**src/rtl/spi_sensor_pkg.sv**
```systemverilog
// Framing constants and FSM state encoding shared by the sensor slave and
// the master side of the spi_sensor link.
package spi_sensor_pkg;

  localparam int DEF_DATA_W  = 8;
  localparam int DEF_LEAD_Z  = 4;
  localparam int DEF_TRAIL_Z = 4;
  localparam int DEF_FRAME_W = DEF_LEAD_Z + DEF_DATA_W + DEF_TRAIL_Z;

  typedef enum logic [1:0] {
    IDLE  = 2'd0,
    LOAD  = 2'd1,
    SHIFT = 2'd2,
    DONE  = 2'd3
  } state_t;

endpackage

```
**src/rtl/spi_sync_edge.sv**
```systemverilog
// Multi-flop synchronizer for an idle-high asynchronous pin, followed by
// registered one-cycle rise/fall strobes.
module spi_sync_edge #(
  parameter int STAGES = 2
) (
  input  logic clk,
  input  logic rst,
  input  logic din,
  output logic rise,
  output logic fall
);

  logic [STAGES-1:0] sync;
  logic              prev;

  always_ff @(posedge clk) begin
    if (rst) begin
      sync <= '1;
      prev <= 1'b1;
      rise <= 1'b0;
      fall <= 1'b0;
    end else begin
      sync <= {sync[STAGES-2:0], din};
      prev <= sync[STAGES-1];
      rise <= sync[STAGES-1] & ~prev;
      fall <= ~sync[STAGES-1] & prev;
    end
  end

endmodule

```
**src/rtl/spi_sensor_slave.sv**
```systemverilog
// SPI slave (CPOL=1) that frames one held sample as {zeros, data, zeros}
// and shifts it out MSB first under control of an external master.
module spi_sensor_slave
  import spi_sensor_pkg::*;
#(
  parameter int DATA_W      = DEF_DATA_W,
  parameter int LEAD_Z      = DEF_LEAD_Z,
  parameter int TRAIL_Z     = DEF_TRAIL_Z,
  parameter int SYNC_STAGES = 2
) (
  input  logic              clk,
  input  logic              rst,
  input  logic [DATA_W-1:0] sample_data,
  input  logic              sample_valid,
  output logic              sample_ready,
  input  logic              ss,
  input  logic              sclk,
  output logic              miso,
  output logic              miso_oe,
  output logic              busy,
  output logic              frame_done,
  output logic              frame_abort,
  output logic              stale,
  output logic [1:0]        dbg_state
);

  localparam int FRAME_W = LEAD_Z + DATA_W + TRAIL_Z;
  localparam int CNT_W   = $clog2(FRAME_W + 1);

  // Handshake: a sample transfers on any clk edge where sample_valid and
  // sample_ready are both high; sample_valid may drop at any time.
  state_t              state;
  logic [DATA_W-1:0]   hold;
  logic                fresh;
  logic [FRAME_W-1:0]  shreg;
  logic [CNT_W-1:0]    cnt;
  logic [FRAME_W-1:0]  frame_word;
  logic                ss_rise, ss_fall, sclk_rise, sclk_fall_unused;

  assign frame_word = {{LEAD_Z{1'b0}}, hold, {TRAIL_Z{1'b0}}};
  assign dbg_state  = state;

  spi_sync_edge #(.STAGES(SYNC_STAGES)) u_ss_sync (
    .clk  (clk),
    .rst  (rst),
    .din  (ss),
    .rise (ss_rise),
    .fall (ss_fall)
  );

  spi_sync_edge #(.STAGES(SYNC_STAGES)) u_sclk_sync (
    .clk  (clk),
    .rst  (rst),
    .din  (sclk),
    .rise (sclk_rise),
    .fall (sclk_fall_unused)
  );

  always_ff @(posedge clk) begin
    if (rst) begin
      state        <= IDLE;
      hold         <= '0;
      fresh        <= 1'b0;
      shreg        <= '0;
      cnt          <= '0;
      miso         <= 1'b0;
      miso_oe      <= 1'b0;
      busy         <= 1'b0;
      frame_done   <= 1'b0;
      frame_abort  <= 1'b0;
      stale        <= 1'b0;
      sample_ready <= 1'b0;
    end else begin
      frame_done  <= 1'b0;
      frame_abort <= 1'b0;
      if (sample_valid && sample_ready) begin
        hold  <= sample_data;
        fresh <= 1'b1;
      end
      case (state)
        IDLE: begin
          miso         <= 1'b0;
          miso_oe      <= 1'b0;
          busy         <= 1'b0;
          sample_ready <= 1'b1;
          if (ss_fall) begin
            state        <= LOAD;
            busy         <= 1'b1;
            sample_ready <= 1'b0;
          end
        end
        LOAD: begin
          // Snapshot the hold register; the sample counts as consumed even
          // if the frame is later aborted.
          shreg        <= frame_word;
          stale        <= ~fresh;
          fresh        <= 1'b0;
          miso         <= frame_word[FRAME_W-1];
          miso_oe      <= 1'b1;
          cnt          <= CNT_W'(1);
          sample_ready <= 1'b1;
          state        <= SHIFT;
          if (ss_rise) begin
            state       <= IDLE;
            frame_abort <= 1'b1;
            cnt         <= '0;
            miso        <= 1'b0;
            miso_oe     <= 1'b0;
            busy        <= 1'b0;
          end
        end
        SHIFT: begin
          if (ss_rise) begin
            state       <= IDLE;
            frame_abort <= 1'b1;
            cnt         <= '0;
            miso        <= 1'b0;
            miso_oe     <= 1'b0;
            busy        <= 1'b0;
          end else if (sclk_rise) begin
            // The rising edge after the last bit is the master returning
            // sclk to idle, so it ends the frame rather than shifting.
            if (cnt == CNT_W'(FRAME_W)) begin
              state <= DONE;
              miso  <= 1'b0;
            end else begin
              shreg <= shreg << 1;
              miso  <= shreg[FRAME_W-2];
              cnt   <= cnt + CNT_W'(1);
            end
          end
        end
        DONE: begin
          miso <= 1'b0;
          if (ss_rise) begin
            state      <= IDLE;
            frame_done <= 1'b1;
            cnt        <= '0;
            miso_oe    <= 1'b0;
            busy       <= 1'b0;
          end
        end
        default: state <= IDLE;
      endcase
    end
  end

endmodule

```
**config.mk**
```make
export PLATFORM = sky130hd
export DESIGN_NAME = spi_sensor_slave
export DESIGN_NICKNAME = d
export VERILOG_FILES = /design/src/rtl/spi_sensor_pkg.sv /design/src/rtl/spi_sync_edge.sv /design/src/rtl/spi_sensor_slave.sv
export SDC_FILE = /design/constraint.sdc
export NUM_CORES = 1
export LEC_CHECK = 0
export CAP_MARGIN = 20
export CORE_ASPECT_RATIO = 1.25
export CORE_MARGIN = 2
export CORE_UTILIZATION = 38
export DETAILED_ROUTE_END_ITERATION = 12
export GPL_ROUTABILITY_DRIVEN = 0
export SLEW_MARGIN = 20
export SYNTH_ARGS = -nofsm -noshare
export SYNTH_HDL_FRONTEND = slang
export SYNTH_SLANG_ARGS = --single-unit
export TNS_END_PERCENT = 100
```
**constraint.sdc**
```tcl
create_clock -name clk -period 4.5 [get_ports clk]
set_input_delay 0.9 -clock clk [delete_from_list [all_inputs] [get_ports clk]]
set_output_delay 0.9 -clock clk [all_outputs]
set_load 0.005 [all_outputs]
```
# ---- Yosys cells after proc, flatten, opt, wreduce, memory -nomap -nowiden
# Cells that the tools add are included.
dict set report totals {
  regBits 47
  latch_bits 0
  mem_bits_rw 0
  romBits 0
  input_bits 13
  wordCells 87
  memories 0
}
dict set report op_classes {
  n_addsub 1
  mul 0
  div 0
  n_lt_le_gt_ge 0
  eq_ne 14
  shifts 0
  muxes 29
  n_bitwise 9
  n_reduce_logical 15
}
# operator n
set op_table {}
lappend op_table {{$mux 15} 3}
lappend op_table {{$pmux 15 s2} 1}
lappend op_table {{$mux 5} 4}
lappend op_table {{$pmux 5 s3} 1}
lappend op_table {{$mux 2} 6}
lappend op_table {{$reduce_and 4->1} 3}
lappend op_table {{$ne 2x1->1 const B} 5}
lappend op_table {{$reduce_or 2->1} 5}
lappend op_table {{$mux 1} 9}
lappend op_table {{$pmux 2 s4} 1}
lappend op_table {{$ne 3x2->1 const B} 2}
lappend op_table {{$not 1->1} 6}
lappend op_table {{$pmux 1 s2} 3}
lappend op_table {{$reduce_or 3->1} 2}
lappend op_table {{$add 5x1->5 const B} 1}
lappend op_table {{$eq 5x5->1 const B} 1}
lappend op_table {{$eq 2x2->1 const B} 2}
lappend op_table {{$ne 2x2->1 const B} 2}
lappend op_table {{$reduce_bool 2->1} 2}
lappend op_table {{$and 1x1->1} 3}
lappend op_table {{$ne 3x1->1 const B} 1}
lappend op_table {{$pmux 1 s3} 1}
lappend op_table {{$reduce_bool 3->1} 1}
lappend op_table {{$eq 2x1->1 const B} 1}
lappend op_table {{other kinds (2)} 2}

# ---- Logic depth before layout (Yosys ltp)
# Gate-level depths: netlist (run 1).
dict set report depth {
  depth_word 5
  mapped_depth 8
}

# ---- Hierarchy
# Synthesis (run 1) repeated with hierarchy kept, for this count alone.
dict set report unflattened {
  hier_cells 197
  area_unflattened_um2 1850.5
}
# mod instances cells_each area_per_inst_um2 seq_area_each_um2
set modules_own_cells {}
lappend modules_own_cells {spi_sensor_slave 1 177 1582.8 680.7}
lappend modules_own_cells {spi_sync_edge 2 10 133.9 100.1}

# ---- Least setup slack after synthesis (run 1)
# Ideal clock, no wire load.
dict set report synth_timing {
  kind {register -> register}
  start {register state[0], in the netlist dbg_state[0]}
  end {register cnt[1]}
  t_arrival_ns 1.570
  t_required_ns 4.363
  slack_ns 2.794
  stages_incl_launch_ff 7
  path_buffers 0
  period_less_slack_ns 1.706
  path_cell_list {dfxtp_1 inv_1 ha_1 nor2b_2 a2111oi_2 nand2b_1 a21oi_1}
}
dict set report synth_via {
  elab_chain_len 3
  elab_cells_between_ends 9
  classes_between {eq/ne: 6; mux: 1; reduce/logical: 2}
}
# item line
set synth_lines {}
lappend synth_lines {{from (decl)} spi_sensor_slave.sv:32} ;# state_t state;
lappend synth_lines {{from (signal assigned)} spi_sensor_slave.sv:61} ;# state <= IDLE;
lappend synth_lines {{from (signal assigned)} spi_sensor_slave.sv:87} ;# state <= LOAD;
lappend synth_lines {{from (signal assigned)} spi_sensor_slave.sv:102} ;# state <= SHIFT;
lappend synth_lines {{$eq 2x2->1 / $eq 2x1->1 (equally long branches)} spi_sensor_slave.sv:80} ;# case (state)
lappend synth_lines {{$ne 3x2->1 (no source line), or another cell as far along} --}
lappend synth_lines {{$reduce_and 4->1 (no source line)} --}
lappend synth_lines {{to (signal assigned)} spi_sensor_slave.sv:129} ;# cnt <= cnt + CNT_W'(1);
lappend synth_lines {{to (decl)} spi_sensor_slave.sv:36} ;# logic [CNT_W-1:0] cnt;
# Several ways; a longest one is shown, not always the timed one.
# A chain may end at the register's enable or synchronous reset.

# ---- Final worst setup path (run 1)
dict set report layout_timing {
  start {register sample_ready}
  end {output sample_ready}
}
# item line
set layout_rtl {}
lappend layout_rtl {{from (decl)} spi_sensor_slave.sv:15} ;# output logic sample_ready,
lappend layout_rtl {{from (signal assigned)} spi_sensor_slave.sv:72} ;# sample_ready <= 1'b0;
lappend layout_rtl {{from (signal assigned)} spi_sensor_slave.sv:85} ;# sample_ready <= 1'b1;
lappend layout_rtl {{from (signal assigned)} spi_sensor_slave.sv:89} ;# sample_ready <= 1'b0;
# No word-level cell between the ends.

==> metrics.txt, run 1 <==
Post-synth EDFFs 0; Int Pwr 0.581 mW; Antenna Nets Post-Route 0; worst r2r src dbg_state[0]; Initial DRC Count between 50 and 60; GR Overflow Total 0; Fin Setup TNS 0 ns; crit-path leading delay family buffers and inverters; Worst-Skew Late Latency 0.29 ns; WP data required 3.60 ns; Die Y a little over 80 µm; Synth area leaders dfxtp_1, ha_1, mux2i_1; Sw Pwr 0.227 mW; Yosys warning count 0; switch share 28.1%; Worst setup SP type register; fraction of registers with async set/reset 0%; DR pass1 iterations 4; Hold Vio Cnt, Final 0; filler cell count 486; Initial Util 39.5%; cts hold-fix bufs 0; Max Clock Freq roughly 430 MHz; TritonCTS clock tree yes; number of buffers created by CTS 5; post-synthesis adder-cell area fraction 5.32%; max_cap viols 0; synthesized cell area 1880 µm²; Worst R2R Setup Slack 2.29 ns; critical-path cell list clkdlybuf4s50_1; Clk pin slew, worst setup/hold paths 0.08 ns; RSZ-0062 raised after global routing no; xor/xnor share of the synthesized area 0%; full die area 5530 µm²; Antenna Diode Count 0; final core utilization 46.5%; Slew @ Worst Pin 0.760 ns; core box area 4760 µm²; Synth Area per Inst 9.41 µm²; gr usage total between 10% and 20%; largest family of logic cells by synthesized area simple AND/OR/NAND/NOR gates; Layout area overhead 17.6%; Crit Path Category reg -> out; Slew HR 49.4%; vias in the first global route 1375; worst r2r dst cnt[2]; post-synthesis sequential area ratio 45.7%; peak supply drop 0.227 mV; Compound-Gate Fraction of Synth Area 16.8%; Reg power frac roughly 53%; cell taking the most area after synthesis dfxtp_1; I/O Buffers 21; clk buf depth 2; Comb power frac 17.0%; fin crit period 2.31 ns; count leader, synth dfxtp_1; DP HPWL 2420 µm; Hold EP u_sclk_sync.rise; initial antenna violation count 0; Buf/Inv on CP 1; Pins Over Slew Limit 0; status finished, final reports clean; Clk pwr share a little under a third; setup violators final 0; Post-Syn Instances 200; CTS root buffer clkbuf_8; Nets 241; register bit total from synthesis 43; Final Cycle Share 51.4%; largest net degree at the start of global routing between 40 and 50; CTS-repair resized insts 0; R2R depth 6; Power, Total 0.809 mW; endpoint class of the critical path primary output; mux share of post-synthesis cell area 5.32%; Hold Path Cell Cnt 1; P per Cell Area approximately 370 nW/µm²; hold_sp u_sclk_sync.prev; first-pass GRT wire length 5970 µm; DR WL/cell 12.3 µm; post-synth cell types 40; Commonest cells post-synth dfxtp_1, nand2_1, a21oi_1, nor2_1, nand3_1; I/O pin cnt 22; number of H-tree branching levels 2; clock skew 0.00907 ns; Via density 5.05; Multi-input gate area ~930 µm²; Sink Count 43; Pleak 0.822 nW; die width ~67 µm; Slowest Stage Delay on Critical Path 0.58 ns; Worst EP arrival 1.41 ns; layout cells sized above 1 a little over an eighth; Post-Syn Nets 221; routed vias 1419; Post-CTS Setup Repair Bufs 0; DR DRC count 0; critical path peak fanout 11; FF/Latch Area around 860 µm²; WL final 3450 µm; post-synthesis simple-gate area fraction about 22%; Hold Crit Class reg -> reg; top cell type's share of synthesized area between 40% and 50%; Worst path slowest cell clkdlybuf4s50_1; # rows 28; Synth Flop Type dfxtp_1
[logic make-up (layout without fill, tap and decap cells)]
logic type,count (synthesis),count (layout)
and+or+nand+nor,79,79
AOI/OAI and AO/OA,42,42
muxes,10,10
DFF,43,43
adders and majority gates,8,8
buffers and inverters,18,39
[worst reg2reg max path, cell delays in order (launching register included)]
cell and delay [ns]:
dfxtp_1 0.36, inv_1 0.16, ha_1 0.68, nor2b_2 0.45, nand4_1 0.19, nor3_1 0.21, a31o_2 0.12
[registers in the layout, summed over array words and instances, names as in the netlist, 2 cells and up]
register,cells
cnt,5
u_ss_sync.sync,2
dbg_state,2
u_sclk_sync.sync,2
shreg,11
hold,8
[layout by cell type, fill, tap and decap left out, types with 5 or more instances in the layout]
cell type,netlist,layout
nand3_1,12,12
or2_2,6,6
nand2_1,21,21
dfxtp_1,43,43
nor2_1,14,14
clkbuf_8,0,5
inv_1,8,8
a21oi_1,19,19
ha_1,8,8
clkdlybuf4s50_1,0,21
nor3_1,8,8
a211oi_2,7,7
mux2i_1,10,10
[metal layers]
layer  global-route usage [%]  share of wire (%)  vias up  wire [µm]
li1                         -                  -      742          -
met1                     16.1                 45      644       1550
met2                     25.1                 50       29       1720
met3                     3.79                3.7        4        129
met4                     5.92                1.4        0         49
met5                        0                  0        -          0
[worst max path at each step]
stage	start	end	slack [ns]	cells after the start
floorplan	dbg_state[0]	cnt[1]	2.79	6
global placement	rst	cnt[2]	2.01	6
detailed placement	rst	cnt[2]	1.99	6
CTS	sample_ready	sample_ready	2.17	1
global route	dbg_state[0]	shreg[11]	2.07	6
finish	sample_ready	sample_ready	2.19	1
[per-stage QoR]
step | worst slack [ns] | hold slack [ns] | area [µm²] | std cells
4_1_cts | 2.17 | 0.402 | 2210 | 281
3_3_place_gp | 2.01 | 0.388 | 2120 | 273
5_1_grt | 2.07 | 0.417 | 2210 | 281
3_5_place_dp | 1.99 | 0.389 | 2120 | 273
6_report | 2.19 | 0.396 | 2210 | 281
2_1_floorplan | 2.79 | 0.372 | 1880 | 200
[area by class of cell]
type                       count  share of cell area (%)
multi-input combinational    139                    42.2
sequential                    43                    38.9
inverter                       8                    1.36
clock buffer                   5                    3.11
tap                           60                    3.39
timing repair buffer          23                    10.2
clock inverter                 3                   0.904
[power groups by stage]
stage                     Combinational, mW  Clock (mW)  Sequential [mW]
after floorplan                       0.105           0            0.431
after global placement                0.139           0            0.438
after detailed placement              0.140           0            0.438
after CTS                             0.141       0.252            0.429
after global routing                  0.158       0.262            0.433
final                                 0.138       0.242            0.428
No activity file was read; power rests on OpenSTA's default activity.
==> run 2: changes to the inputs <==
Clock period 4.5 ns to 1.9 ns, I/O delays scaled along.
==> metrics.txt, run 2 (synthesis results as in run 1) <==
status finished, final reports clean; Crit. Startpoint cnt[0]; # rows 28 (unchanged); critical-path cell list inv_1 -> ha_1 -> nor4bb_2 -> buf_4 -> o21ai_4 -> buf_12 -> nor2_1 -> a211oi_2; Sw Pwr 0.527 mW (+130%); RSZ-0062 raised after global routing no; Slew HR 63.8% (+14 points); Layout area overhead 27.9%; Pleak 0.932 nW (+13%); WP data required 2.08 ns (-1.52 ns); DR pass1 iterations 4 (unchanged); Pins Over Slew Limit 0 (unchanged); Worst R2R Setup Slack 0.13 ns (-2.16 ns); endpoint class of the critical path register; Top reg by flops shreg; Initial Util 39.5% (unchanged); Clk pin slew, worst setup/hold paths 0.08 ns (about the same); first-pass GRT wire length 6180 µm (+3.5%); Clk pwr share 36.9% (+6.9 points); Comb power frac 18.2% (+1.2 points); Sink Count 43 (unchanged); max_cap viols 0 (unchanged); gr usage total 14.7% (+0.54 points); Nets 256 (+6.2%); I/O Buffers 21 (unchanged); Worst-Skew Late Latency 0.29 ns (about the same); Antenna Diode Count 0 (unchanged); core box area 4760 µm² (unchanged); Fin Setup TNS 0 ns (unchanged); Power, Total 2.22 mW (+180%); largest net degree at the start of global routing 21 (-50%); vias in the first global route 1382 (+0.51%); number of H-tree branching levels 2 (unchanged); switch share 23.7% (-4.4 points); most common cell after layout, fill and taps aside dfxtp_1; final core utilization 50.5% (+4.0 points); routed vias 1446 (+1.9%); worst r2r src cnt[0]; GR Overflow Total 0 (unchanged); DR DRC count 0 (unchanged); Via density 4.89 (-3.3%); Initial DRC Count 56 (+3.7%); cts hold-fix bufs 0 (unchanged); worst r2r dst shreg[10]; Worst setup SP type register; Worst EP arrival 1.95 ns (+0.54 ns); clk buf depth 2 (unchanged); Int Pwr 1.70 mW (+190%); Setup crit end shreg[10]; initial antenna violation count 0 (unchanged); Max Clock Freq 565 MHz; peak supply drop 0.614 mV (+170%); Reg power frac 44.9% (-8.1 points); Antenna Nets Post-Route 0 (unchanged); critical path peak fanout 16 (+5); Die Y 82.7 µm (unchanged); Worst path slowest cell nor4bb_2; setup violators final 0 (unchanged); P per Cell Area 925 nW/µm² (+150%); layout cells sized above 1 19.5% (+5.9 points); most frequent cells in the layout dfxtp_1, nand2_1, clkdlybuf4s50_1; WL final 3460 µm (+0.46%); R2R depth 8 (+2); fin crit period ~1.8 ns; die width 66.9 µm (unchanged); filler cell count 475 (-2.3%); full die area 5530 µm² (unchanged); Hold Path Cell Cnt 1 (unchanged); clock skew 0.00411 ns (-0.00496 ns); TritonCTS clock tree yes; Final Cycle Share between 90% and 100%; DR WL/cell 11.7 µm (-4.6%); Slowest Stage Delay on Critical Path 0.46 ns (-0.12 ns); max reg flops 11 (unchanged); I/O pin cnt 22 (unchanged); Post-CTS Setup Repair Bufs 0 (unchanged); CTS root buffer clkbuf_8; DP HPWL 2560 µm (+5.6%); number of buffers created by CTS 5 (unchanged); Crit Path Category reg -> reg; Slew @ Worst Pin 0.535 ns (-0.224 ns); largest registers shreg: 11 flops, hold: 8 flops, cnt: 5 flops; Hold Vio Cnt, Final 0 (unchanged); Hold Crit Class reg -> reg
run 2: cell count changes in the layout (fill, tap and decap cells not counted):
cell,previous run,this run
clkbuf_1,0,1
bufinv_16,0,2
buf_12,0,1
buf_4,2,16
a2111oi_2,1,0
clkinvlp_4,2,0
nor3_2,0,1
a2111oi_4,0,1
nor4bb_2,0,1
nor4bb_1,1,0
nor3_1,8,7
clkinv_2,1,0
run 2: critical path: cells and delay by family (launching register included):
kind            cells  cell delay [ns]
fa+ha+maj           1             0.16
buf+inv             3             0.48
flops               1             0.31
simple gates        2             0.57
compound gates      2             0.13
run 2: layer usage:
layer | up-vias | GRT usage, % | share of wire [%]
met5 | - | 0 | 0
li1 | 762 | - | -
met1 | 656 | 18.5 | 48
met3 | 5 | 4.47 | 3.2
met2 | 23 | 23.8 | 47
met4 | 0 | 5.51 | 1.8
run 2: layout make-up:
class	instances	area (µm²)	share of cell area (%)
clock buffer	6	72.6	3.02
clock inverter	2	60.1	2.50
inverter	8	30.0	1.25
multi-input combinational	139	957	39.8
sequential	43	861	35.8
tap	60	75.1	3.12
timing repair buffer	38	350	14.6
run 2: how the worst min path moves through the flow:
stage,startpoint,endpoint,slack [ns]
after global placement,u_sclk_sync.prev,u_sclk_sync.rise,0.38
after CTS,u_sclk_sync.prev,u_sclk_sync.rise,0.40
after detailed placement,u_sclk_sync.prev,u_sclk_sync.rise,0.39
after floorplan,u_sclk_sync.prev,u_sclk_sync.rise,0.37
after global routing,u_sclk_sync.prev,u_sclk_sync.rise,0.40
final,u_sclk_sync.prev,u_sclk_sync.rise,0.39
run 2: metrics by stage:
| step | instance area, µm² | instances | setup WS (ns) | hold WS (ns) |
|---|---|---|---|---|
| finish | 2410 | 296 | 0.131 | 0.393 |
| global route | 2410 | 296 | 0.00405 | 0.402 |
| CTS | 2380 | 296 | 0.00485 | 0.398 |
| detailed placement | 2250 | 288 | 0.0574 | 0.389 |
| global placement | 2250 | 288 | 0.122 | 0.385 |
| floorplan | 1880 | 200 | 0.194 | 0.372 |
run 2: timing repair:
action / CTS / global route
endpoints found under the setup margin: 0 / 11
endpoints found under the hold margin: 0 / 0
resized for setup: 0 / 3
run 2: power by group through the flow:
stage	registers (mW)	clock network (mW)	logic (mW)
global placement	1.02	0	0.398
CTS	1.00	0.845	0.405
floorplan	1.02	0	0.249
global route	1.01	0.881	0.454
finish	1.00	0.820	0.405
detailed placement	1.02	0	0.403
